`src/rtl/oxi_pkg.sv`:
```
// Shared types and timing defaults for the pulse-oximeter front end and the
// downstream FIR / processing stages.
package oxi_pkg;

  localparam int ADC_W              = 8;
  localparam int CLKS_PER_PHASE_DEF = 10000;
  localparam int SETTLE_CLKS_DEF    = 500;

  typedef enum logic {
    PH_IR  = 1'b0,
    PH_RED = 1'b1
  } phase_t;

  typedef enum logic [1:0] {
    ST_SETTLE = 2'd0,
    ST_CONV   = 2'd1,
    ST_HOLD   = 2'd2
  } seq_state_t;

endpackage

```
`src/rtl/led_adc_sequencer_if.sv`:
```
// ADC handshake between the LED sequencer (master) and the converter (slave).
interface led_adc_sequencer_if;
  import oxi_pkg::*;

  logic             adc_start;
  logic             adc_done;
  logic [ADC_W-1:0] adc_data;

  modport master (output adc_start, input adc_done, input adc_data);
  modport slave  (input adc_start, output adc_done, output adc_data);

endinterface

```
`src/rtl/phase_timer.sv`:
```
// LED phase timebase: free-running phase counter, IR/red phase flag and the
// wrap / settle strobes the sequencer FSM keys off.
module phase_timer
  import oxi_pkg::*;
#(
  parameter int CLKS_PER_PHASE = CLKS_PER_PHASE_DEF,
  parameter int SETTLE_CLKS    = SETTLE_CLKS_DEF
) (
  input  logic   clk,
  input  logic   rst,
  output logic   wrap_o,
  output logic   settle_o,
  output phase_t phase_o
);

  localparam int CNT_W = $clog2(CLKS_PER_PHASE);

  logic [CNT_W-1:0] cnt_q, cnt_d;
  phase_t           phase_q, phase_d;

  assign wrap_o   = (cnt_q == CNT_W'(CLKS_PER_PHASE - 1));
  assign settle_o = (cnt_q == CNT_W'(SETTLE_CLKS - 1));
  assign phase_o  = phase_q;

  always_comb begin
    cnt_d   = cnt_q + CNT_W'(1);
    phase_d = phase_q;
    if (wrap_o) begin
      cnt_d   = '0;
      phase_d = (phase_q == PH_IR) ? PH_RED : PH_IR;
    end
  end

  always_ff @(posedge clk or posedge rst) begin
    if (rst) begin
      cnt_q   <= '0;
      phase_q <= PH_IR;
    end else begin
      cnt_q   <= cnt_d;
      phase_q <= phase_d;
    end
  end

endmodule

```
`src/rtl/led_adc_sequencer.sv`:
```
// Pulse-oximeter front end: alternates IR/red LEDs, fires one ADC conversion
// per phase after settling, demuxes results and produces the FIR sample clock.
module led_adc_sequencer
  import oxi_pkg::*;
#(
  parameter int CLKS_PER_PHASE = CLKS_PER_PHASE_DEF,
  parameter int SETTLE_CLKS    = SETTLE_CLKS_DEF
) (
  input  logic                       CLK,
  input  logic                       rst,
  led_adc_sequencer_if.master        adc,
  output logic                       LED_IR_on,
  output logic                       LED_Red_on,
  output logic [ADC_W-1:0]           IR_ADC_Value,
  output logic [ADC_W-1:0]           Red_ADC_Value,
  output logic                       IR_valid,
  output logic                       Red_valid,
  output logic                       CLK_Filter,
  output logic                       conv_timeout
);

  logic       wrap, settle;
  phase_t     phase;
  seq_state_t state_q, state_d;

  logic             start_req, capture, timeout_set;
  logic             adc_start_q, ir_valid_q, red_valid_q, timeout_q;
  logic             led_ir_q, led_red_q, clk_filter_q;
  logic [ADC_W-1:0] ir_value_q, red_value_q;

  phase_timer #(
    .CLKS_PER_PHASE (CLKS_PER_PHASE),
    .SETTLE_CLKS    (SETTLE_CLKS)
  ) u_timer (
    .clk      (CLK),
    .rst      (rst),
    .wrap_o   (wrap),
    .settle_o (settle),
    .phase_o  (phase)
  );

  always_ff @(posedge CLK or posedge rst) begin
    if (rst) state_q <= ST_SETTLE;
    else     state_q <= state_d;
  end

  // A done landing on the wrap cycle belongs to the ending phase, so the
  // sequencer must still be back in SETTLE for the new phase.
  always_comb begin
    state_d = state_q;
    case (state_q)
      ST_SETTLE: if (settle) state_d = ST_CONV;
      ST_CONV: begin
        if (adc.adc_done) state_d = wrap ? ST_SETTLE : ST_HOLD;
        else if (wrap)    state_d = ST_SETTLE;
      end
      ST_HOLD:   if (wrap) state_d = ST_SETTLE;
      default:   state_d = ST_SETTLE;
    endcase
  end

  always_comb begin
    start_req   = 1'b0;
    capture     = 1'b0;
    timeout_set = 1'b0;
    case (state_q)
      ST_SETTLE: start_req = settle;
      ST_CONV: begin
        capture     = adc.adc_done;
        timeout_set = wrap & ~adc.adc_done;
      end
      default: ;
    endcase
  end

  always_ff @(posedge CLK or posedge rst) begin
    if (rst) begin
      adc_start_q  <= 1'b0;
      ir_valid_q   <= 1'b0;
      red_valid_q  <= 1'b0;
      ir_value_q   <= '0;
      red_value_q  <= '0;
      timeout_q    <= 1'b0;
      led_ir_q     <= 1'b1;
      led_red_q    <= 1'b0;
      clk_filter_q <= 1'b0;
    end else begin
      adc_start_q  <= start_req;
      ir_valid_q   <= capture && (phase == PH_IR);
      red_valid_q  <= capture && (phase == PH_RED);
      if (capture && (phase == PH_IR))  ir_value_q  <= adc.adc_data;
      if (capture && (phase == PH_RED)) red_value_q <= adc.adc_data;
      if (timeout_set) timeout_q <= 1'b1;
      led_ir_q     <= (phase == PH_IR);
      led_red_q    <= (phase == PH_RED);
      clk_filter_q <= (phase == PH_RED);
    end
  end

  assign adc.adc_start  = adc_start_q;
  assign LED_IR_on      = led_ir_q;
  assign LED_Red_on     = led_red_q;
  assign IR_ADC_Value   = ir_value_q;
  assign Red_ADC_Value  = red_value_q;
  assign IR_valid       = ir_valid_q;
  assign Red_valid      = red_valid_q;
  assign CLK_Filter     = clk_filter_q;
  assign conv_timeout   = timeout_q;

endmodule

```
`src/flat_wrapper.sv`:
```
// flat-port wrapper written by rule: the top's interface ports become plain ports
module led_adc_sequencer_flat import oxi_pkg::*;
#(
  parameter int CLKS_PER_PHASE = CLKS_PER_PHASE_DEF,
  parameter int SETTLE_CLKS    = SETTLE_CLKS_DEF
)
  (CLK, rst, LED_IR_on, LED_Red_on, IR_ADC_Value, Red_ADC_Value, IR_valid, Red_valid, CLK_Filter, conv_timeout, adc_adc_start, adc_adc_done, adc_adc_data);
  led_adc_sequencer_if adc_i ();
  input  logic CLK;
  input  logic rst;
  output logic LED_IR_on;
  output logic LED_Red_on;
  output logic [ADC_W-1:0] IR_ADC_Value;
  output logic [ADC_W-1:0] Red_ADC_Value;
  output logic IR_valid;
  output logic Red_valid;
  output logic CLK_Filter;
  output logic conv_timeout;
  output wire logic [$bits(adc_i.adc_start)-1:0] adc_adc_start;
  input wire logic [$bits(adc_i.adc_done)-1:0] adc_adc_done;
  input wire logic [$bits(adc_i.adc_data)-1:0] adc_adc_data;
  assign adc_adc_start = adc_i.adc_start;
  assign adc_i.adc_done = adc_adc_done;
  assign adc_i.adc_data = adc_adc_data;
  led_adc_sequencer #(.CLKS_PER_PHASE(CLKS_PER_PHASE), .SETTLE_CLKS(SETTLE_CLKS)) u_core (.CLK(CLK), .rst(rst), .adc(adc_i), .LED_IR_on(LED_IR_on), .LED_Red_on(LED_Red_on), .IR_ADC_Value(IR_ADC_Value), .Red_ADC_Value(Red_ADC_Value), .IR_valid(IR_valid), .Red_valid(Red_valid), .CLK_Filter(CLK_Filter), .conv_timeout(conv_timeout));
endmodule
```
`config.mk`:
```
export PLATFORM = sky130hd
export DESIGN_NAME = led_adc_sequencer_flat
export DESIGN_NICKNAME = d
export VERILOG_FILES = /design/src/rtl/oxi_pkg.sv /design/src/rtl/led_adc_sequencer_if.sv /design/src/rtl/phase_timer.sv /design/src/rtl/led_adc_sequencer.sv /design/src/flat_wrapper.sv
export SDC_FILE = /design/constraint.sdc
export NUM_CORES = 1
export LEC_CHECK = 0
export BUFFER_PORTS_ARGS = -buffer_cell sky130_fd_sc_hd__buf_4
export CAP_MARGIN = 20
export CORE_MARGIN = 2
export CORE_UTILIZATION = 35
export DETAILED_ROUTE_END_ITERATION = 16
export MAX_ROUTING_LAYER = met4
export PLACE_DENSITY = 0.61
export SLEW_MARGIN = 20
export SYNTH_ARGS = -nofsm -noshare
export SYNTH_HDL_FRONTEND = slang
export SYNTH_SLANG_ARGS = --single-unit
```
`constraint.sdc`:
```
create_clock -name CLK -period 2.9 [get_ports CLK]
set_clock_uncertainty 0.15 [all_clocks]
set_input_delay 0.145 -clock CLK [delete_from_list [all_inputs] [get_ports CLK]]
set_output_delay 0.145 -clock CLK [all_outputs]
set_load 0.01 [all_outputs]
```
# After elaboration in Yosys (flattened, before gate mapping)
# Cells that the tools add are included.
# totals
regBits	39
input_bits	11
out_inout_bits	23
elab_cells	33
# op_classes
n_addsub	1
eq_ne	5
mux	10
n_bitwise	3
n_reduce_logical	3
# op_table
operator	count
adder 14 x 1 -> 14 bit, second input constant	1
== test 14 bit, second input constant	1
== test 14 x 9 -> 1 bit, second input constant	1
two-way mux 14 bit	1
two-way mux 2 bit	4
one-hot mux 2 bit (3 select lines)	1
two-way mux 1 bit	4
== test 2 x 1 -> 1 bit, second input constant	1
== test 2 bit, second input constant	1
logical AND 1 bit	2
zero test 2 bit	1
inequality test 2 x 1 -> 1 bit, second input constant	1
inverter 1 bit	2
bitwise AND 1 bit	1

# Longest topological paths before layout
# Gate-level depths: netlist (run 1).
# depth
depth_word	4
depth_mapped	5
depth_no_buf	5

# Cells and area by module
# A second synthesis (run 1) with hierarchy kept.
# unflattened
hier_cells	122
area_unflattened_um2	1657.8
# modules_own_cells
module	n_inst	cells_per_inst	area_each_um2	seq_area_each_um2
led_adc_sequencer	1	56	932.1	601.8
phase_timer	1	66	725.7	375.4

# Worst setup path before layout (run 1)
# Ideal clock, no wire load.
# synth_timing
path_type	flip-flop to flip-flop
startpoint	register u_core.u_timer.cnt_q[0]
endpoint	register u_core.state_q[0]
setup_time_ps	124
t_arrival_ps	1366
required_ps	2626
setup_slack_ps	1260
stages_incl_launch_ff	6
n_path_buf	0
synth_period_minus_slack_ps	1640
path_cell_list	dfrtp_1 -> ha_1 -> nand3_1 -> nor4_4 -> nor2b_1 -> or2_1
# synth_via
elab_chain_len	4
word_cells_on_any_way	6
classes_between	3 x eq/ne; 3 x mux
# synth_lines
item	line	text
start, declared	phase_timer.sv:18	logic [CNT_W-1:0] cnt_q, cnt_d;
start signal, assigned	phase_timer.sv:39	cnt_q <= cnt_d;
== test 14 bit	phase_timer.sv:21	assign wrap_o = (cnt_q == CNT_W'(CLKS_PER_PHASE - 1));
two-way mux 2 bit (2 in a row)	--	
one-hot mux 2 bit (3 select lines)	--	
end signal, assigned	led_adc_sequencer.sv:44	else state_q <= state_d;
end, declared	led_adc_sequencer.sv:24	seq_state_t state_q, state_d;
# Several ways; a longest one is shown, not always the timed one.
# A chain may end at the register's enable or synchronous reset.

# Worst setup path in the final report (run 1)
# Ends and elaborated chain as after synthesis.

==> impl_metrics.py, run 1 <==
metrics = {
    "timing": {
        "whs_ns": 0.0499,
        "rsz0062_at_grt": "no",
        "maxSlewHeadroom_pct": 51.8,
        "setup_tns_ns": 0,
        "timing.final.hold_violations": 0,
        "slew_violations": 0,
        "min_period_over_period_pct": 71.3,
        "worst_slew_pin_slew_ns": 0.722,
        "setup_violations": 0,
        "fin_crit_ns": 2.07,
        "fmax_ghz": 0.484,
    },
    "routing": {
        "drtAntennaViolNets": 0,
        "drc": 0,
        "drtIter0Drc": 83,
        "wl_per_cell_um": 13.4,
        "via_count": 1043,
        "avgViaCountPerCell": 4.74,
        "firstDrtPassIters": 4,
        "wl_mm": 2.95,
    },
    "power_and_ir_drop": {
        "power_frac_clock_pct": 47.5,
        "p_total_w": 0.00110,
        "powerDensity_nw_per_um2": 520,
        "ir_drop_mv": 0.208,
        "p_seq_share_pct": 49.6,
        "leakagePower_nw": 1.10,
        "swShare_pct": 17.5,
        "power.switching_w": 0.000192,
        "p_int_w": 0.000905,
        "combPwrFrac_pct": 3.0,
    },
    "critical_path": {
        "crit_path_cell_trace": "ha_1 -> nand3_1 -> nor4_4 -> nor2b_1 -> or2_1",
        "crit_family": "simple AND/OR/NAND/NOR gates",
        "crit_slowest_cell": "nor4_4",
        "cp-start-kind": "flop",
        "critical_path_class": "reg2reg",
        "critPathCaptureType": "flop",
        "cp.arrival_ns": 2.09,
        "crit_path_max_fanout": 12,
        "required_ns": 2.92,
        "critPathBufInv": 0,
        "slowest_delay_ns": 0.68,
        "setup.worst_path.start": "u_core.u_timer.cnt_q[0]",
        "regToRegStartpoint": "u_core.u_timer.cnt_q[0]",
    },
    "clock_tree": {
        "cts-buffers-inserted": 5,
        "insertion_delay_ns": 0.28,
        "cts_root_buffer": "clkbuf_8",
        "cts.sinks": 39,
        "cts_tree": "built",
        "path_clk_slew_ns": 0.07,
        "cts_resized": 0,
        "clock_path_buffers": 2,
        "post_cts_buffers": 0,
        "h-tree-depth": 2,
    },
    "synthesis": {
        "synth_cell_type_count": 31,
        "ys_top_cells_by_area": "dfrtp_1 (60%), mux2_2 (11%), xnor2_1 (3.3%), xor2_1 (3.3%), nor2_1 (2.1%)",
        "syn_avg_cell_area_um2": 13.2,
        "seq_area_frac_synth_pct": 61.5,
        "yosys.area.top_type": "dfrtp_1",
        "yosysTopAreaCellShare_pct": 59.8,
        "yosys_warnings": 0,
        "yosys_register_bits": 39,
        "synth_fp_nets": 132,
        "synth.cell_area_um2": 1590,
        "syn_inst": 120,
    },
    "layout": {
        "multi_input_area_um2": 573,
        "register_area_um2": 977,
        "nNetsFinal": 179,
        "syn_to_final_growth_pct": 32.7,
        "nFillCells": 378,
        "design_area_um2": 2110,
        "diodes": 0,
        "layout-drive-gt1-share_pct": 36.9,
    },
    "worst_hold_path": {
        "hp-class": "in2reg",
        "hp-start": "adc_adc_done",
    },
    "grt": {
        "grt_pass1_wl_mm": 5.03,
        "grt_pass1_vias": 1067,
        "grt_start_max_net_pins": 21,
        "grt_overflow": 0,
        "antenna_found_initial": 0,
        "grt_usage_pct": 13.2,
    },
    "die": {
        "dieWidth_um": 71.4,
        "die_area_um2": 5100,
        "core_um2": 4350,
        "rows": 24,
        "ioPinCount": 34,
        "dieHeight_um": 71.4,
        "initial_utilization_pct": 36.5,
    },
    "place": {
        "gp_congestion": 0.930,
        "place_area_um2": 1890,
        "dp_hpwl_mm": 2.15,
        "port_buffers": 33,
    },
    "flow_run": {
        "maxCapViolations": 0,
    },
    "run_status": {
        "status": "finished clean",
    },
}
-- Yosys cell counts, drive strengths merged --
cell and number:
nand3b 1, nor2 10, ha 1, nand2 4, a21oi 1, mux2i 1
nand4 2, nand2b 2, nor3b 1, buf 3, or4b 1, nor2b 2
a21o 1, xor2 6, mux2 16, dfrtp 38, inv 4, dfstp 1
nor4 6, xnor2 6, or2 2, or4 1, and3 2, nand3 5
nand4bb 1, nor3 2
-- per-stage QoR --
stage / util [%] / instances / worst slack (ns)
finish: 48.4 / 220 / 0.832
global route: 48.4 / 220 / 0.661
CTS: 48.4 / 220 / 0.827
detailed placement: 43.3 / 203 / 0.825
global placement: 43.3 / 203 / 0.873
floorplan: - / 120 / 1.26
-- layer usage --
layer / global-route usage (%) / routed length, um / vias to the layer above
met5: - / 0 / -
met4: 4.40 / 23 / 0
met3: 4.50 / 211 / 5
met2: 20.7 / 1380 / 36
met1: 16.1 / 1330 / 494
li1: - / - / 508
-- placed cells by master (no fill, tap or decap), types with 4 or more instances in the layout --
| cell type | instances |
|---|---|
| nor4_1 | 5 |
| buf_4 | 34 |
| xor2_1 | 6 |
| inv_1 | 4 |
| dlygate4sd3_1 | 9 |
| nand3_1 | 5 |
| nor2_1 | 9 |
| dfrtp_1 | 38 |
| xnor2_1 | 6 |
| nand2_1 | 4 |
| clkbuf_8 | 5 |
| mux2_2 | 16 |
-- final cells by class --
| type | count | area share [%] |
|---|---|---|
| timing repair buffer | 43 | 16.4 |
| inverter | 4 | 0.712 |
| sequential | 39 | 46.4 |
| clock inverter | 2 | 2.85 |
| clock buffer | 6 | 3.44 |
| tap | 52 | 3.09 |
| multi-input combinational | 74 | 27.2 |
-- power by group through the flow --
stage	logic (W)	clock network [W]	registers (W)
final	0.0000325	0.000520	0.000544
after global routing	0.0000371	0.000566	0.000543
after CTS	0.0000338	0.000543	0.000543
after detailed placement	0.0000241	0	0.000554
after global placement	0.0000228	0	0.000554
after floorplan	0.00000820	0	0.000554
-- tightest hold or removal path, cell delays in order --
cell and delay, ns:
buf_4 0.08, nor3b_1 0.05, a21o_1 0.17
-- sequential cells by signal, indices dropped and copies added, names as in the netlist --
register,count
u_core.state_q,2
u_core.IR_ADC_Value,8
u_core.IR_valid,1
u_core.conv_timeout,1
u_core.Red_valid,1
u_core.u_timer.cnt_q,14
u_core.Red_ADC_Value,8
u_core.LED_IR_on,1
u_core.LED_Red_on,1
u_core.adc.adc_start,1
u_core.u_timer.phase_o,1
-- cell families after synthesis --
| family | Yosys count | share of synthesized area (%) |
|---|---|---|
| and+or+nand+nor | 42 | 15.9 |
| DFF | 39 | 61.5 |
| adders and majority gates | 1 | 0.787 |
| xor gates and xnor gates | 12 | 6.61 |
| AOI/OAI and AO/OA | 2 | 0.787 |
| buffers and inverters | 7 | 2.44 |
| muxes | 17 | 12.0 |
-- path summary, 6_finish.rpt --
kind	end	slack [ns]	depth (start not counted)
max reg2reg	u_core.state_q[0]	0.83	5
min	u_core.conv_timeout	0.05	3
max in group asynchronous	u_core.LED_IR_on	1.42	4
max	u_core.state_q[0]	0.83	5
min in group asynchronous	u_core.Red_ADC_Value[0]	0.40	3
min reg2reg	u_core.LED_Red_on	0.27	0
-- timing repair --
action	in CTS	in global routing
hold buffers	9	0
hold endpoints to repair	35	0
setup endpoints to repair	0	0
Power figures use the tool's default switching activity.
==> inputs of run 2 (changes only) <==
Settings changed: PLACE_DENSITY 0.61 to 0.63.
Clock period 2.9 ns to 1.7 ns, I/O delays scaled along.
==> run 2 against run 1 <==
The run now ends with setup timing left; via count is 6.5% higher; cell count is 7.3% higher; register-to-register slack got worse by 0.86 ns; sequential cell count unchanged; global-route usage grew 0.85 points; critical endpoint is now u_core.u_timer.phase_o; largest cell class unchanged.
==> impl_metrics.py, run 2 (synthesis results as in run 1) <==
metrics = {
    "run_status": {
        "status": "finished, violations left",
        "violations": "setup timing",
    },
    "power_and_ir_drop": {
        "powerDensity_nw_per_um2": 822,
        "swShare_pct": 17.8,
        "power.switching_w": 0.000334,
        "combPwrFrac_pct": 3.0,
        "ir_drop_mv": 0.479,
        "leakagePower_nw": 1.19,
        "p_int_w": 0.00155,
        "power_frac_clock_pct": 47.6,
        "p_seq_share_pct": 49.4,
    },
    "routing": {
        "drtIter0Drc": 56,
        "wl_per_cell_um": 13.5,
        "firstDrtPassIters": 4,
        "via_count": 1111,
        "drc": 0,
        "avgViaCountPerCell": 4.71,
        "drtAntennaViolNets": 0,
        "wl_mm": 3.20,
    },
    "timing": {
        "setup_tns_ns": -0.0622,
        "slew_violations": 0,
        "fin_crit_ns": 1.73,
        "fmax_ghz": 0.579,
        "setup_violations": 3,
        "worst_slew_pin_slew_ns": 0.474,
        "rsz0062_at_grt": "yes",
        "min_period_over_period_pct": 102,
        "setup_slack_ns": -0.0279,
        "timing.final.hold_violations": 0,
        "maxSlewHeadroom_pct": 68.4,
    },
    "die": {
        "initial_utilization_pct": 36.5,
        "die_area_um2": 5100,
        "dieWidth_um": 71.4,
        "ioPinCount": 34,
        "core_um2": 4350,
        "dieHeight_um": 71.4,
        "rows": 24,
    },
    "worst_hold_path": {
        "whs_path_depth": 0,
        "hp-class": "reg2reg",
    },
    "layout": {
        "largest_reg_flops": 14,
        "nFillCells": 366,
        "final_cell_mix": "buf_4 (48), dfrtp_1 (38), mux2_2 (16)",
        "design_area_um2": 2290,
        "largest-register": "u_core.u_timer.cnt_q",
        "fin_cells": 236,
        "nNetsFinal": 195,
        "final_common_cell": "buf_4",
        "diodes": 0,
        "layout-drive-gt1-share_pct": 46.2,
        "final_core_util_pct": 52.5,
        "syn_to_final_growth_pct": 43.9,
    },
    "grt": {
        "grt_pass1_vias": 1172,
        "grt_overflow": 0,
        "antenna_found_initial": 0,
        "grt_usage_pct": 14.1,
        "grt_pass1_wl_mm": 5.34,
        "grt_start_max_net_pins": 40,
    },
    "critical_path": {
        "required_ns": 1.77,
        "cp-endpoint": "u_core.u_timer.phase_o",
        "cp-start-kind": "flop",
        "reg2regPathDepth": 4,
        "critPathCaptureType": "flop",
        "crit_path_max_fanout": 5,
        "reg2reg_to": "u_core.u_timer.phase_o",
        "setup.worst_path.start": "u_core.u_timer.cnt_q[5]",
        "critical_path_class": "reg2reg",
        "cp.arrival_ns": 1.80,
        "regToRegSetupSlack_ns": -0.03,
        "regToRegStartpoint": "u_core.u_timer.cnt_q[5]",
    },
    "place": {
        "place_ws_ns": -0.0349,
        "dp.cells": 217,
        "dp_hpwl_mm": 2.30,
        "port_buffers": 33,
        "gp_congestion": 0.807,
        "place_area_um2": 2000,
    },
    "clock_tree": {
        "cts-buffers-inserted": 5,
        "cts_root_buffer": "clkbuf_8",
        "cts_tree": "built",
        "path_clk_slew_ns": 0.07,
        "h-tree-depth": 2,
        "clock_path_buffers": 2,
        "insertion_delay_ns": 0.29,
        "cts.sinks": 39,
    },
    "flow_run": {
        "maxCapViolations": 0,
    },
}
[run 2: area by class of cell]
class / count / area [um2] / area share (%)
clock buffer: 6 / 72.6 / 3.17
clock inverter: 2 / 60.1 / 2.63
inverter: 4 / 15.0 / 0.657
multi-input combinational: 74 / 616 / 26.9
sequential: 39 / 977 / 42.7
tap: 52 / 65.1 / 2.85
timing repair buffer: 59 / 480 / 21.0
[run 2: how the worst min path moves through the flow]
| stage | to | slack [ns] | start |
|---|---|---|---|
| detailed placement | u_core.Red_ADC_Value[0] | 0.09 | rst |
| global placement | u_core.Red_ADC_Value[0] | 0.08 | rst |
| floorplan | u_core.Red_ADC_Value[0] | 0.09 | adc_adc_data[0] |
| CTS | u_core.LED_Red_on | 0.28 | u_core.u_timer.phase_o |
| global route | u_core.LED_Red_on | 0.30 | u_core.u_timer.phase_o |
| finish | u_core.LED_Red_on | 0.28 | u_core.u_timer.phase_o |
[run 2: stage by stage]
step           hold WS (ns)  power, W
2_1_floorplan        0.0855  0.000959
3_3_place_gp         0.0759  0.000984
3_5_place_dp         0.0892  0.000985
4_1_cts               0.284   0.00191
5_1_grt               0.296   0.00196
6_report              0.283   0.00188
[run 2: power by group through the flow]
stage          sequential [W]  combinational [W]  clock (W)
2_1_floorplan        0.000945          0.0000140          0
3_3_place_gp         0.000945          0.0000387          0
3_5_place_dp         0.000945          0.0000402          0
4_1_cts              0.000927          0.0000593   0.000926
5_1_grt              0.000927          0.0000650   0.000964
6_report             0.000927          0.0000572   0.000894
[run 2: what timing repair did]
| action | 4_1_cts | 5_1_grt |
|---|---|---|
| endpoints found under the hold margin | 56 | 0 |
| endpoints found under the setup margin | 9 | 14 |
| setup buffers | 1 | 0 |
| pin swaps | 3 | 1 |
| hold buffers | 10 | 0 |
| resized for setup | 1 | 8 |
[run 2: critical path, stage by stage (launching register included)]
cell and delay [ns]:
dfrtp_1 0.38, or4_4 0.55, nor4_4 0.26, buf_4 0.21
xnor2_1 0.11
[run 2: layer usage]
metal,up-vias,global-route usage (%),share of wire [%],routed length [um]
met4,0,5.66,1.7,53
met5,-,-,0,0
met2,33,24.2,51,1650
met1,535,15.2,41,1300
met3,7,4.08,6.0,192
li1,536,-,-,-
==> inputs of run 3 (changes only) <==
Settings changed: CORE_UTILIZATION 35 to 47, PLACE_DENSITY 0.63 to 0.79.
==> run 3 against run 2 <==
The run still ends with setup timing left; first-iteration DRC count shrank 43%; cell count shrank 3.8%; clock-buffer cell count is the same; non-clock buffer count shrank 3; global-route usage grew 5.2 points; via count grew 0.45%; register-to-register slack lost 0.02 ns; sequential share of layout area grew 1.4 points; power shrank 14%; sequential cell count is the same; critical path type unchanged; largest cell class unchanged; largest power group unchanged; highest routed layer unchanged.
==> impl_metrics.py, run 3 (synthesis results as in run 1) <==
metrics = {
    "run_status": {
        "status": "finished, violations left",
        "violations": "setup timing",
    },
    "layout": {
        "nNetsFinal": 192,
        "final_core_util_pct": 67.5,
        "final_cell_mix": "buf_4 (45), dfrtp_1 (38), mux2_2 (16)",
        "multi_input_area_um2": 631,
        "register_area_um2": 977,
        "nFillCells": 228,
        "final_common_cell": "buf_4",
        "largest_reg_flops": 14,
        "diodes": 0,
        "largest-register": "u_core.u_timer.cnt_q",
        "syn_to_final_growth_pct": 39.4,
        "layout-drive-gt1-share_pct": 48.6,
    },
    "die": {
        "ioPinCount": 34,
        "dieWidth_um": 62.1,
        "die_area_um2": 3860,
        "initial_utilization_pct": 48.4,
        "core_um2": 3280,
        "rows": 21,
        "dieHeight_um": 62.1,
    },
    "place": {
        "dp_hpwl_mm": 2.22,
        "port_buffers": 33,
        "place_ws_ns": -0.0226,
        "gp_congestion": 0.780,
    },
    "timing": {
        "fin_crit_ns": 1.74,
        "fmax_ghz": 0.573,
        "timing.final.hold_violations": 0,
        "setup_slack_ns": -0.0446,
        "worst_slew_pin_slew_ns": 0.472,
        "slew_violations": 0,
        "rsz0062_at_grt": "yes",
        "min_period_over_period_pct": 103,
        "maxSlewHeadroom_pct": 68.5,
        "setup_violations": 9,
    },
    "power_and_ir_drop": {
        "swShare_pct": 19.6,
        "p_seq_share_pct": 57.1,
        "power.switching_w": 0.000318,
        "p_int_w": 0.00131,
        "powerDensity_nw_per_um2": 733,
        "combPwrFrac_pct": 3.6,
        "power_frac_clock_pct": 39.3,
        "ir_drop_mv": 0.372,
        "leakagePower_nw": 1.16,
    },
    "critical_path": {
        "crit_family": "simple AND/OR/NAND/NOR gates",
        "cp.arrival_ns": 1.84,
        "critical_path_class": "reg2reg",
        "critPathBufInv": 0,
        "cp-start-kind": "flop",
        "crit_path_cell_trace": "or4_4 -> nor4_4 -> nor2b_1 -> or2_1",
        "crit_path_max_fanout": 4,
        "required_ns": 1.79,
        "slowest_delay_ns": 0.55,
        "critPathCaptureType": "flop",
        "crit_slowest_cell": "or4_4",
        "regToRegSetupSlack_ns": -0.04,
    },
    "routing": {
        "firstDrtPassIters": 4,
        "drtIter0Drc": 32,
        "wl_per_cell_um": 14.3,
        "wl_mm": 3.25,
        "drc": 0,
        "drtAntennaViolNets": 0,
        "via_count": 1116,
        "avgViaCountPerCell": 4.92,
    },
    "clock_tree": {
        "cts-buffers-inserted": 5,
        "path_clk_slew_ns": 0.11,
        "cts_root_buffer": "clkbuf_4",
        "insertion_delay_ns": 0.34,
        "cts.sinks": 39,
        "cts_tree": "built",
        "h-tree-depth": 2,
        "clock_path_buffers": 2,
    },
    "grt": {
        "grt_pass1_vias": 1192,
        "grt_start_max_net_pins": 40,
        "antenna_found_initial": 0,
        "grt_usage_pct": 19.2,
        "grt_overflow": 0,
        "grt_pass1_wl_mm": 5.54,
    },
    "flow_run": {
        "maxCapViolations": 0,
    },
    "worst_hold_path": {
        "hp-class": "in2async",
    },
}
run 3: metal layers:
metal	track usage (%)	vias up	share of wire (%)
met5	-	-	0
met4	6.39	0	1.5
met3	7.07	6	5.8
met2	32.3	33	52
met1	21.3	541	40
li1	-	536	-
run 3: worst paths after layout:
check	from	to	cells past startpoint
min in group CLK	u_core.u_timer.phase_o	u_core.LED_Red_on	0
max in group asynchronous	rst	u_core.LED_IR_on	4
setup / recovery	u_core.u_timer.cnt_q[5]	u_core.state_q[0]	4
hold reg to reg	u_core.u_timer.phase_o	u_core.LED_Red_on	0
setup reg to reg	u_core.u_timer.cnt_q[5]	u_core.state_q[0]	4
hold / removal	rst	u_core.adc.adc_start	4
run 3: area by class of cell:
type / instances / area share (%)
sequential: 39 / 44.1
multi-input combinational: 74 / 28.5
timing repair buffer: 56 / 20.3
tap: 46 / 2.60
clock buffer: 6 / 2.32
clock inverter: 2 / 1.58
inverter: 4 / 0.678
run 3: power by group through the flow:
| stage | Sequential, W | Clock (W) | Combinational, W |
|---|---|---|---|
| finish | 0.000927 | 0.000639 | 0.0000581 |
| floorplan | 0.000945 | 0 | 0.0000140 |
| detailed placement | 0.000945 | 0 | 0.0000403 |
| global placement | 0.000945 | 0 | 0.0000378 |
| global route | 0.000928 | 0.000710 | 0.0000654 |
| CTS | 0.000927 | 0.000658 | 0.0000586 |
run 3: through the flow:
step	power, W	setup TNS (ns)	cell area, um2	instances	hold WS (ns)
global route	0.00170	-1.12	2220	227	0.295
detailed placement	0.000986	-0.0447	1960	208	0.0802
finish	0.00162	-0.165	2220	227	0.250
CTS	0.00164	-0.0865	2170	226	0.262
floorplan	0.000959	0	1590	120	0.0855
global placement	0.000983	0	1960	208	0.0687
run 3: repair_timing:
| action | 4_1_cts | 5_1_grt |
|---|---|---|
| resized for setup | 4 | 12 |
| pin swaps | 1 | 4 |
| setup buffers | 0 | 1 |
| hold buffers | 10 | 0 |
| setup endpoints to repair | 9 | 13 |
| hold endpoints to repair | 56 | 0 |
run 3: worst reg2reg max path: cells and delay by family, from the launching register on:
kind          cells  cell delay [ns]
simple gates      4             1.10
flops             1             0.41
